===== src/rtl/async_req_arbiter.sv =====
// async_req_arbiter: merges N asynchronous 4-phase req/ack requesters onto one
// clocked resource. Each req is brought into clk through a two-flop synchroniser;
// a round-robin FSM grants one requester at a time and closes the handshake once
// the resource reports done.
//
// state   | meaning
// --------+---------------------------------------------------------------
// IDLE    | no grant outstanding; arbitrate among req_s & ~ack
// GRANT   | resource owned by grant_idx; waiting for done
// RELEASE | ack[grant_idx] high; waiting for the requester to drop its req
module async_req_arbiter #(
    parameter int N    = 4,
    parameter int IDXW = 2
) (
    input  logic            clk,
    input  logic            reset_n,
    input  logic [N-1:0]    req,
    output logic [N-1:0]    ack,
    output logic            grant_valid,
    output logic [IDXW-1:0] grant_idx,
    output logic [N-1:0]    grant_onehot,
    input  logic            done,
    output logic            busy
);

    typedef enum logic [1:0] {
        IDLE    = 2'd0,
        GRANT   = 2'd1,
        RELEASE = 2'd2
    } state_t;

    state_t          state_q, state_d;
    logic [N-1:0]    req_m_q;
    logic [N-1:0]    req_s_q;
    logic [IDXW-1:0] ptr_q, ptr_d;
    logic [N-1:0]    ack_q, ack_d;
    logic            gv_q, gv_d;
    logic [IDXW-1:0] gidx_q, gidx_d;
    logic [N-1:0]    goh_q, goh_d;

    logic [N-1:0]    eligible;
    logic            win_found;
    logic [IDXW-1:0] win_idx;
    logic [IDXW-1:0] cand;

    // Two-flop synchroniser; nothing between the stages so the first flop can settle.
    always_ff @(posedge clk or negedge reset_n) begin
        if (!reset_n) begin
            req_m_q <= '0;
            req_s_q <= '0;
        end else begin
            req_m_q <= req;
            req_s_q <= req_m_q;
        end
    end

    // Requesters still holding an ack have not finished their handshake and are skipped.
    assign eligible = req_s_q & ~ack_q;

    // Round-robin pick: first eligible bit scanning upward from ptr, wrapping at N.
    always_comb begin
        win_found = 1'b0;
        win_idx   = '0;
        cand      = '0;
        for (int k = 0; k < N; k++) begin
            cand = IDXW'((int'(ptr_q) + k) % N);
            if (!win_found && eligible[cand]) begin
                win_found = 1'b1;
                win_idx   = cand;
            end
        end
    end

    // State and registered outputs.
    always_ff @(posedge clk or negedge reset_n) begin
        if (!reset_n) begin
            state_q <= IDLE;
            ptr_q   <= '0;
            ack_q   <= '0;
            gv_q    <= 1'b0;
            gidx_q  <= '0;
            goh_q   <= '0;
        end else begin
            state_q <= state_d;
            ptr_q   <= ptr_d;
            ack_q   <= ack_d;
            gv_q    <= gv_d;
            gidx_q  <= gidx_d;
            goh_q   <= goh_d;
        end
    end

    // Next-state and next-output logic; everything holds unless a transition fires.
    always_comb begin
        state_d = state_q;
        ptr_d   = ptr_q;
        ack_d   = ack_q;
        gv_d    = gv_q;
        gidx_d  = gidx_q;
        goh_d   = goh_q;
        case (state_q)
            IDLE: begin
                if (win_found) begin
                    gv_d           = 1'b1;
                    gidx_d         = win_idx;
                    goh_d          = '0;
                    goh_d[win_idx] = 1'b1;
                    state_d        = GRANT;
                end
            end
            GRANT: begin
                // A req dropped early is a protocol violation; the grant is still held until done.
                if (done) begin
                    gv_d          = 1'b0;
                    goh_d         = '0;
                    ack_d         = '0;
                    ack_d[gidx_q] = 1'b1;
                    state_d       = RELEASE;
                end
            end
            RELEASE: begin
                if (!req_s_q[gidx_q]) begin
                    ack_d   = '0;
                    // Just-serviced requester drops to lowest priority.
                    ptr_d   = (gidx_q == IDXW'(N - 1)) ? '0 : gidx_q + IDXW'(1);
                    state_d = IDLE;
                end
            end
            default: begin
                state_d = IDLE;
                ack_d   = '0;
                gv_d    = 1'b0;
                goh_d   = '0;
            end
        endcase
    end

    assign ack          = ack_q;
    assign grant_valid  = gv_q;
    assign grant_idx    = gidx_q;
    assign grant_onehot = goh_q;
    assign busy         = (state_q != IDLE);

endmodule


===== config.mk =====
export PLATFORM = sky130hd
export DESIGN_NAME = async_req_arbiter
export DESIGN_NICKNAME = d
export VERILOG_FILES = /design/src/rtl/async_req_arbiter.sv
export SDC_FILE = /design/constraint.sdc
export NUM_CORES = 1
export LEC_CHECK = 0
export ABC_AREA = 1
export BUFFER_PORTS_ARGS = -buffer_cell sky130_fd_sc_hd__buf_4
export CORE_MARGIN = 2
export CORE_UTILIZATION = 30
export DETAILED_ROUTE_END_ITERATION = 16
export HOLD_SLACK_MARGIN = 0.02
export PLACE_DENSITY_LB_ADDON = 0.05
export REMOVE_ABC_BUFFERS = 1
export SLEW_MARGIN = 20
export SYNTH_ARGS = -nofsm -noshare
export SYNTH_HDL_FRONTEND = slang
export SYNTH_SLANG_ARGS = --single-unit

===== constraint.sdc =====
create_clock -name clk -period 1.3 [get_ports clk]
set_input_delay 0 -clock clk [delete_from_list [all_inputs] [get_ports clk]]
set_output_delay 0 -clock clk [all_outputs]
set_load 0.01 [all_outputs]

==> metrics.md, run 1 <==
| Metric | Value |
|---|---|
| FF+latch count, synth | 23 |
| Hold Vio Cnt, Final | 0 |
| TritonRoute pass-1 iters | 4 |
| Critical Path Sink Type | register |
| Worst Setup SP | ptr_q[0] |
| Critical Path AT | about 1700 ps |
| Core area | slightly above 0.004 sq mm |
| Min-delay worst type | in -> async |
| Failing checks | setup timing |
| Vias in the first global route | around 1100 |
| Total grt overflow | 0 |
| Setup Skew | just under 4 ps |
| Clock Latency Late Sink | between 200 and 300 ps |
| Crit path buf inv count | 3 |
| Ratio of cells with drive above 1 in the final layout | ~45% |
| Starting Density | a little under a third |
| Syn Area/Cell | about 8.6 sq um |
| Final WS setup | -239 ps |
| Number of CTS-inserted buffers | 3 |
| DRT Wirelength | between 2000 and 3000 um |
| First-pass GRT wire length | slightly above 5000 um |
| WP depth | 11 |
| Slew Viols, Final | 0 |
| RSZ-0062 raised after global routing | true |
| Endpoints failing setup | 8 |
| Post-Layout Inst Area | around 0.0018 sq mm |
| Clock sinks | 23 |
| CTS clk-pin slew, worst paths | about 80 ps |
| Die Height | between 60 and 70 um |
| Antenna violations before repair | 0 |
| Worst path max stage delay | approximately 400 ps |
| TritonCTS clock tree | done |
| H-tree depth | 1 |
| Overall global routing resource usage | around an eighth |
| Placed Cells | between 200 and 250 |
| Crit path cell chain | buf_12 > buf_6 > nand2_4 > nand2_4 > nor2_4 > inv_2 > nand2_4 > nor2_4 > nor2_4 > nand2_2 > o21a_1 |
| Share of the yosys chip area belonging to registers | 45.4% |
| Die area | approximately 0.0048 sq mm |
| DR DRC count | 0 |
| CP endpoint | grant_idx[0] |
| Fin nets | 208 |
| Cells on worst reg2reg path | 11 |
| Cell Rows | 23 |
| Worst rel slew slack | about four fifths |
| Fin crit share | 118% |
| Commonest cells after routing, fill and taps aside | buf_4 (38), nand2_1 (34), dfrtp_1 (22) |
| Max Fclk | approximately 650 MHz |
| Worst R2R Start | ptr_q[0] |
| Lkg Pwr | just over 0.9 nW |
| Worst-Margin Slew | 290 ps |
| DP Worst Slack | -270 ps |
| Routability cong. | 0.830 |
| DR WL/cell | about 12 um |
| Worst setup SP type | register |
| Final std cells w/o fill | roughly 250 |
| Setup total negative slack | -1580 ps |
| Root buffer cell | clkbuf_8 |
| # IOs | 19 |
| PwrDens | 2580 mW/mm^2 |
| Post-Syn Instances | approximately 150 |
| Synth cell types | 21 |
| Filler cell count in the final layout | 417 |
| Commonest non-fill, non-tap cell in the layout | buf_4 |
| CP Max Fanout | 7 |
| Final ANT Viol Nets | 0 |
| Initial drt markers | 64 |
| DP Wirelength | approximately 2200 um |
| Cell family with most CP delay | simple AND/OR/NAND/NOR gates |
| Max cap viols | 0 |
| Horiz. Die Dim | slightly below 70 um |
| Vias per cell | around 4.5 |
| R2R setup slack | -240 ps |
| Min Tclk post-route | approximately 1500 ps |
| CP required | 1470 ps |
| Cell area after placement | between 0.0015 and 0.002 sq mm |
| Largest net degree at the start of global routing | 24 |
| Max clock buf depth | 2 |
| Worst vdd ir | approximately 1.0 mV |
| Routed via count | approximately 1100 |
| Slowest stage cell, crit path | dfrtp_1 |
| Area growth syn-to-layout | 45.6% |
| Run status | complete, but fails checks |
| Synthesized cell area | between 0.001 and 0.0015 sq mm |
| Number of synthesis warnings | 0 |
| Diode count | 0 |
| I/O Buffers | 18 |
| Setup Crit Path Kind | reg -> reg |
| RR Endpoint | grant_idx[0] |
[how the worst min path moves through the flow]
| stage | start | to | slack [ps] | depth (start not counted) |
|---|---|---|---|---|
| detailed placement | reset_n | req_m_q[2] | -90 | 1 |
| CTS | reset_n | req_m_q[2] | 160 | 2 |
| floorplan | reset_n | ack[0] | -300 | 0 |
| finish | reset_n | state_q[1] | 160 | 2 |
| global placement | reset_n | req_m_q[2] | -90 | 1 |
| global route | reset_n | req_m_q[2] | 170 | 2 |
[cell families after synthesis]
logic type | count (synthesis) | synth area share (%)
buffers and inverters | 17 | 6.61
adders and majority gates | 4 | 3.95
and+or+nand+nor | 93 | 39.1
AOI/OAI and AO/OA | 10 | 4.94
DFF | 23 | 45.4
[layer usage]
layer  global-route usage [%]  routed length, um  share of wire [%]
met5                        0                  0                  0
met4                     5.23                 58                2.0
met3                     1.75                 50                1.7
met2                     21.3               1430                 48
met1                     18.0               1420                 48
[metrics by stage]
stage / power, W / util (%) / hold WS (ps)
CTS: 0.00464 / 44.4 / 160
global placement: 0.00386 / 39.8 / -89.6
global route: 0.00518 / 45.8 / 173
detailed placement: 0.00388 / 39.8 / -87.0
finish: 0.00477 / 45.8 / 162
floorplan: 0.00286 / - / -296
[power by group]
group	total, W	internal (W)	switching, W
sequential	0.00109	0.000920	0.000172
clock	0.000449	0.000214	0.000234
combinational	0.00323	0.00137	0.00186
total	0.00477	0.00250	0.00227
[layout make-up]
type                            instances  area, sq um  share of cell area [%]
Clock buffer                            3         41.3                    2.24
Inverter                               16         77.6                    4.20
Clock inverter                          1         5.00                   0.271
Tap cell                               50         62.6                    3.39
Timing Repair Buffer                   46          377                    20.4
Sequential cell                        23          577                    31.3
Multi-Input combinational cell        107          706                    38.2
[registers in the layout, indices dropped and copies added (netlist names)]
signal / flops
grant_valid: 1
state_q: 2
req_m_q: 4
grant_onehot: 4
ack: 4
grant_idx: 2
req_s_q: 4
ptr_q: 2
[cells in the mapped netlist, drive strengths merged]
cell	instances	area share (%)
inv	15	4.4
o21a	1	0.59
a21oi	1	0.39
ha	4	3.9
o21ai	7	3.4
clkinv	1	1.3
nand3	27	14
buf	1	0.89
dfrtp	23	45
nor2	7	3.7
nand2	56	20
o31ai	1	0.59
nand4	3	1.5
[what timing repair did]
item,CTS,global route
pin swaps,8,5
resized for setup,15,12
endpoints found under the setup margin,8,14
hold buffers,6,0
hold endpoints to repair,29,0
setup buffers,3,1
Power figures use the tool's default switching activity.
==> run 2: changes to the inputs <==
clock period = 1.4 ns   (was 1.3 ns; I/O delays follow)
==> run 2 against run 1 <==
  * Die area stayed put
  * Register-to-register slack better by 80 ps
  * Final cell count shrank 2.0%
  * The run still ends with setup timing left
  * Clock skew up 1.4 ps
  * Total power fell by 8.6%
  * Clock power shrank 2%
  * Fmax fell by 1.0%
  * Utilization down 0.78 points
  * Routed wire length increased by 0.54%
  * Cell area shrank 1.7%
  * Worst hold slack worse by 19 ps
  * Setup slack gained 84 ps
==> metrics.md, run 2 (same netlist as run 1, synthesis figures left out) <==
| Metric | Value |
|---|---|
| Run status | complete, but fails checks (unchanged) |
| Failing checks | setup timing (unchanged) |
| Cell Rows | 23 (unchanged) |
| Worst-Margin Slew | 292 ps (was 290 ps) |
| Worst setup SP type | register (unchanged) |
| Hold Vio Cnt, Final | 0 (unchanged) |
| Total power draw | 0.00436 W (was 0.00477 W) |
| DP Worst Slack | -241 ps (was -270 ps) |
| Clock Latency Late Sink | 280 ps (was 270 ps) |
| Final WS setup | -155 ps (was -239 ps) |
| Final ANT Viol Nets | 0 (unchanged) |
| Endpoints failing setup | 8 (unchanged) |
| Setup Crit Path Kind | reg -> reg (unchanged) |
| Min-delay worst type | in -> async (unchanged) |
| H-tree depth | 1 (unchanged) |
| Slowest stage cell, crit path | dfrtp_2 (was dfrtp_1) |
| DRT Wirelength | 2980 um (was 2960 um) |
| Post-Layout Inst Area | 0.00181 sq mm (was 0.00185 sq mm) |
| CTS clk-pin slew, worst paths | 90 ps (was 80 ps) |
| Diode count | 0 (unchanged) |
| Commonest non-fill, non-tap cell in the layout | nand2_1 (was buf_4) |
| Max cap viols | 0 (unchanged) |
| Final hold slack | 143 ps (was 162 ps) |
| Area growth syn-to-layout | 43.1% (was 45.6%) |
| Antenna violations before repair | 0 (unchanged) |
| Max Fclk | 643 MHz (was 650 MHz) |
| DR DRC count | 0 (unchanged) |
| Vias in the first global route | 1111 (was 1112) |
| Fin crit share | 111% (was 118%) |
| TritonRoute pass-1 iters | 5 (was 4) |
| Worst vdd ir | 0.939 mV (was 1.03 mV) |
| Worst rel slew slack | 80.5% (was 80.6%) |
| Vias per cell | 4.54 (was 4.53) |
| Root buffer cell | clkbuf_8 (unchanged) |
| DP Wirelength | 2200 um (about the same) |
| Die area | 0.00476 sq mm (unchanged) |
| Cell family with most CP delay | simple AND/OR/NAND/NOR gates (unchanged) |
| I/O Buffers | 18 (unchanged) |
| Initial drt markers | 54 (was 64) |
| TritonCTS clock tree | done (unchanged) |
| CP required | 1570 ps (was 1470 ps) |
| Filler cell count in the final layout | 414 (was 417) |
| Horiz. Die Dim | 69 um (unchanged) |
| Slew Viols, Final | 0 (unchanged) |
| First-pass GRT wire length | 5100 um (was 5120 um) |
| Routed via count | 1094 (was 1114) |
| Lkg Pwr | 0.905 nW (was 0.931 nW) |
| Routability cong. | 0.818 (was 0.830) |
| Crit path cell chain | buf_6 > nand2_4 > nand2_4 > nand3_2 > nand2_4 > nand2_2 > nand2_1 > nand2_1 > nand2_2 > nand2_2 > o21a_1 (was buf_12 > buf_6 > nand2_4 > nand2_4 > nor2_4 > inv_2 > nand2_4 > nor2_4 > nor2_4 > nand2_2 > o21a_1) |
| Core area | 0.00403 sq mm (unchanged) |
| Fin nets | 203 (was 208) |
| # IOs | 19 (unchanged) |
| Overall global routing resource usage | 13.4% (was 13.2%) |
| Largest net degree at the start of global routing | 24 (unchanged) |
| Number of CTS-inserted buffers | 3 (unchanged) |
| DR WL/cell | 12.3 um (was 12.0 um) |
| R2R setup slack | -150 ps (was -240 ps) |
| Worst path max stage delay | 510 ps (was 400 ps) |
| Max clock buf depth | 2 (unchanged) |
| Die Height | 69 um (unchanged) |
| Min Tclk post-route | 1550 ps (was 1540 ps) |
| Clock sinks | 23 (unchanged) |
| Crit path buf inv count | 1 (was 3) |
| PwrDens | 2400 mW/mm^2 (was 2580 mW/mm^2) |
| RSZ-0062 raised after global routing | true (unchanged) |
| Critical Path Sink Type | register (unchanged) |
| Setup Skew | 5.26 ps (was 3.87 ps) |
| Ratio of cells with drive above 1 in the final layout | 43.5% (was 44.9%) |
| Commonest cells after routing, fill and taps aside | nand2_1 (37), buf_4 (34), dfrtp_1 (21) (was buf_4 (38), nand2_1 (34), dfrtp_1 (22)) |
| Cell area after placement | 0.00156 sq mm (was 0.00160 sq mm) |
| CP Max Fanout | 7 (unchanged) |
| Setup total negative slack | -983 ps (was -1580 ps) |
| Total grt overflow | 0 (unchanged) |
| Critical Path AT | 1730 ps (was 1710 ps) |
| Starting Density | 31.5% (unchanged) |
==> run 2: worst register-to-register path, delay by kind of cell, from the launching register on <==
kind	cells	cell delay, ps
flip-flops	1	510
AO/OA/AOI/OAI	1	100
AND/OR/NAND/NOR	9	680
buffers and inverters	1	160
==> run 2: layout make-up <==
class	count	area (sq um)	area share [%]
Timing Repair Buffer	41	327	18.0
Inverter	16	75.1	4.14
Sequential cell	23	578	31.9
Clock inverter	1	7.51	0.414
Tap cell	50	62.6	3.45
Clock buffer	3	41.3	2.28
Multi-Input combinational cell	107	723	39.9
==> run 2: what timing repair did <==
action / in CTS / in global routing
resized for setup: 6 / 23
setup buffers: 2 / 1
cloned: 0 / 0
setup endpoints to repair: 8 / 13
pin swaps: 9 / 16
endpoints found under the hold margin: 28 / 0
hold buffers: 6 / 0
==> run 2: final timing paths <==
| check | startpoint | end | cells after the start |
|---|---|---|---|
| max reg2reg | ptr_q[0] | grant_idx[0] | 11 |
| min reg2reg | req_m_q[3] | req_s_q[3] | 0 |
| min in group clk | req_m_q[3] | req_s_q[3] | 0 |
| min | reset_n | req_m_q[0] | 2 |
| max | ptr_q[0] | grant_idx[0] | 11 |
| max in group asynchronous | reset_n | ptr_q[1] | 2 |
==> run 2: power by group <==
group	internal, W	leakage (nW)	switching [W]
registers	0.000857	0.283	0.000225
logic	0.00118	0.600	0.00166
clock network	0.000202	0.0217	0.000239
total	0.00223	0.905	0.00212
==> run 2: per-stage QoR <==
stage               instances  util (%)
global placement          228      38.7
CTS                       240      42.2
floorplan                 146         -
finish                    241      45.0
global route              241      45.0
detailed placement        228      38.7
==> run 2: metal layers <==
metal  share of wire [%]  GRT usage (%)
met1                  47           18.1
met2                  48           21.2
met3                 2.8           1.75
met4                 1.8           6.54
met5                   0              0
==> run 3: changes to the inputs <==
CAP_MARGIN = 0   (was default)
CORE_UTILIZATION = 50   (was 30)
==> run 3 against run 2 <==
  * The flow still finishes with violations (setup timing)
  * Critical path depth unchanged
  * Total power down 4.4%
  * Final cell count decreased by 11%
  * Sequential cell count did not move
  * Routed wire length shrank 6.7%
  * Highest routed layer unchanged
==> metrics.md, run 3 (same netlist as run 1, synthesis figures left out) <==
| Metric | Value |
|---|---|
| Run status | complete, but fails checks (unchanged) |
| Failing checks | setup timing (unchanged) |
| Diode count | 0 (unchanged) |
| Slowest stage cell, crit path | dfrtp_1 (was dfrtp_2) |
| DRT Wirelength | 2780 um (was 2980 um) |
| Initial drt markers | 17 (was 54) |
| Cells on worst reg2reg path | 11 (unchanged) |
| Register area | 577 sq um (was 578 sq um) |
| Die area | 0.00295 sq mm (was 0.00476 sq mm) |
| Crit path cell chain | buf_12 > nand3_2 > nand2_2 > inv_2 > nor2_4 > inv_2 > nand2_4 > nor2_4 > nor2_4 > nand2_2 > o21a_1 (was buf_6 > nand2_4 > nand2_4 > nand3_2 > nand2_4 > nand2_2 > nand2_1 > nand2_1 > nand2_2 > nand2_2 > o21a_1) |
| Commonest non-fill, non-tap cell in the layout | nand2_1 (unchanged) |
| Critical Path Sink Type | register (unchanged) |
| RSZ-0062 raised after global routing | true (unchanged) |
| Setup Skew | 7.45 ps (was 5.26 ps) |
| CP Max Fanout | 5 (was 7) |
| Worst-Margin Slew | 283 ps (was 292 ps) |
| Hold Vio Cnt, Final | 0 (unchanged) |
| Worst Setup SP | ptr_q[0] (unchanged) |
| Crit path buf inv count | 3 (was 1) |
| Core area | 0.00243 sq mm (was 0.00403 sq mm) |
| Max Fclk | 630 MHz (was 643 MHz) |
| Clock Latency Late Sink | 310 ps (was 280 ps) |
| Final ANT Viol Nets | 0 (unchanged) |
| Fin nets | 196 (was 203) |
| Max clock buf depth | 2 (unchanged) |
| Max cap viols | 0 (unchanged) |
| Min-delay worst type | in -> async (unchanged) |
| Critical Path AT | 1800 ps (was 1730 ps) |
| Worst path max stage delay | 460 ps (was 510 ps) |
| Placed Cells | 202 (was 228) |
| Endpoints failing setup | 8 (unchanged) |
| TritonRoute pass-1 iters | 4 (was 5) |
| DR WL/cell | 13.0 um (was 12.3 um) |
| Clock sinks | 23 (unchanged) |
| Total grt overflow | 0 (unchanged) |
| Filler cell count in the final layout | 187 (was 414) |
| Fin crit share | 113% (was 111%) |
| Commonest cells after routing, fill and taps aside | nand2_1 (37), buf_4 (26), dfrtp_1 (22) (was nand2_1 (37), buf_4 (34), dfrtp_1 (21)) |
| R2R setup slack | -190 ps (was -150 ps) |
| Cell area after placement | 0.00150 sq mm (was 0.00156 sq mm) |
| Largest net degree at the start of global routing | 24 (unchanged) |
| Area growth syn-to-layout | 37.0% (was 43.1%) |
| Overall global routing resource usage | 20.5% (was 13.4%) |
| First-pass GRT wire length | 4300 um (was 5100 um) |
| PwrDens | 2400 mW/mm^2 (about the same) |
| Most frequent CP cell | nor2_4 |
| Worst rel slew slack | 81.1% (was 80.5%) |
| H-tree depth | 1 (unchanged) |
| Worst setup SP type | register (unchanged) |
| CP required | 1610 ps (was 1570 ps) |
| Final WS setup | -188 ps (was -155 ps) |
| Routed via count | 1084 (was 1094) |
| DR DRC count | 0 (unchanged) |
| Lkg Pwr | 0.867 nW (was 0.905 nW) |
| DP Wirelength | 1960 um (was 2200 um) |
| Setup Crit Path Kind | reg -> reg (unchanged) |
| TritonCTS clock tree | done (unchanged) |
| # IOs | 19 (unchanged) |
| Min Tclk post-route | 1590 ps (was 1550 ps) |
| I/O Buffers | 18 (unchanged) |
| Antenna violations before repair | 0 (unchanged) |
| Post-Layout Inst Area | 0.00174 sq mm (was 0.00181 sq mm) |
| Cell Rows | 18 (was 23) |
| Number of CTS-inserted buffers | 3 (unchanged) |
| Starting Density | 52.1% (was 31.5%) |
| Worst R2R Start | ptr_q[0] (unchanged) |
| Slew Viols, Final | 0 (unchanged) |
| Die Height | 54.4 um (was 69 um) |
| Root buffer cell | clkbuf_4 (was clkbuf_8) |
| Multi-input logic area | 721 sq um (was 723 sq um) |
| Routability cong. | 0.827 (was 0.818) |
| Vias per cell | 5.07 (was 4.54) |
| Cell family with most CP delay | simple AND/OR/NAND/NOR gates (unchanged) |
| CP endpoint | grant_idx[0] (unchanged) |
| RR Endpoint | grant_idx[0] (unchanged) |
| Worst vdd ir | 1.69 mV (was 0.939 mV) |
| WP depth | 11 (unchanged) |
| Vias in the first global route | 1010 (was 1111) |
| Ratio of cells with drive above 1 in the final layout | 40.8% (was 43.5%) |
| Horiz. Die Dim | 54.4 um (was 69 um) |
| CTS clk-pin slew, worst paths | 120 ps (was 90 ps) |
| Final std cells w/o fill | 214 (was 241) |
run 3: cell count changes in the layout (fill, tap and decap cells not counted), sizes merged:
cell	before	now
clkbuf	3	5
clkinvlp	1	0
buf	35	27
run 3: area by class of cell:
type / instances / share of cell area, %
Clock buffer: 4 / 1.51
Multi-Input combinational cell: 107 / 41.5
Tap cell: 30 / 2.16
Inverter: 16 / 4.32
Sequential cell: 23 / 33.2
Timing Repair Buffer: 34 / 17.3
run 3: worst min path at each step:
stage / cells after the start / end / slack (ps)
floorplan: 0 / ack[0] / -300
global placement: 1 / req_m_q[0] / -90
detailed placement: 1 / req_m_q[2] / -90
CTS: 2 / req_m_q[2] / 100
global route: 2 / req_s_q[2] / 130
finish: 2 / req_s_q[0] / 100
run 3: per-layer routing:
| metal | vias to the layer above | part of all wire [%] | GRT usage, % |
|---|---|---|---|
| li1 | 548 | - | - |
| met1 | 498 | 44 | 26.6 |
| met3 | 11 | 3.0 | 3.55 |
| met4 | 0 | 4.1 | 8.75 |
| met5 | - | 0 | 0 |
| met2 | 27 | 49 | 33.7 |
run 3: where the power goes:
group	total (W)	internal, W	leakage, nW	switching (W)
Combinational	0.00284	0.00115	0.567	0.00168
Sequential	0.00103	0.000853	0.285	0.000175
Clock	0.000302	0.000111	0.0150	0.000190
run 3: repair_timing:
action                                  4_1_cts  5_1_grt
endpoints found under the setup margin        8       11
gates cloned                                  0        1
hold buffers                                  6        0
buffers inserted                              0        1
hold endpoints to repair                     32        0
pin swaps                                     0        5
resized for setup                             0       27
run 3: worst reg2reg max path, delay by kind of cell, from the launching register on:
family,cells,cell delay (ps)
AO/OA/AOI/OAI,1,110
buffers and inverters,3,260
AND/OR/NAND/NOR,7,660
flip-flops,1,460
run 3: per-stage QoR:
stage / hold WS [ps] / setup WS (ps) / TNS (ps) / util, % / power, W
after floorplan: -296 / -119 / -576 / - / 0.00265
after global placement: -94.1 / -109 / -619 / 61.7 / 0.00338
after detailed placement: -89.7 / -124 / -774 / 61.7 / 0.00342
after CTS: 101 / -155 / -1040 / 65.3 / 0.00375
after global routing: 132 / -275 / -1980 / 71.4 / 0.00451
final: 101 / -188 / -1220 / 71.4 / 0.00417
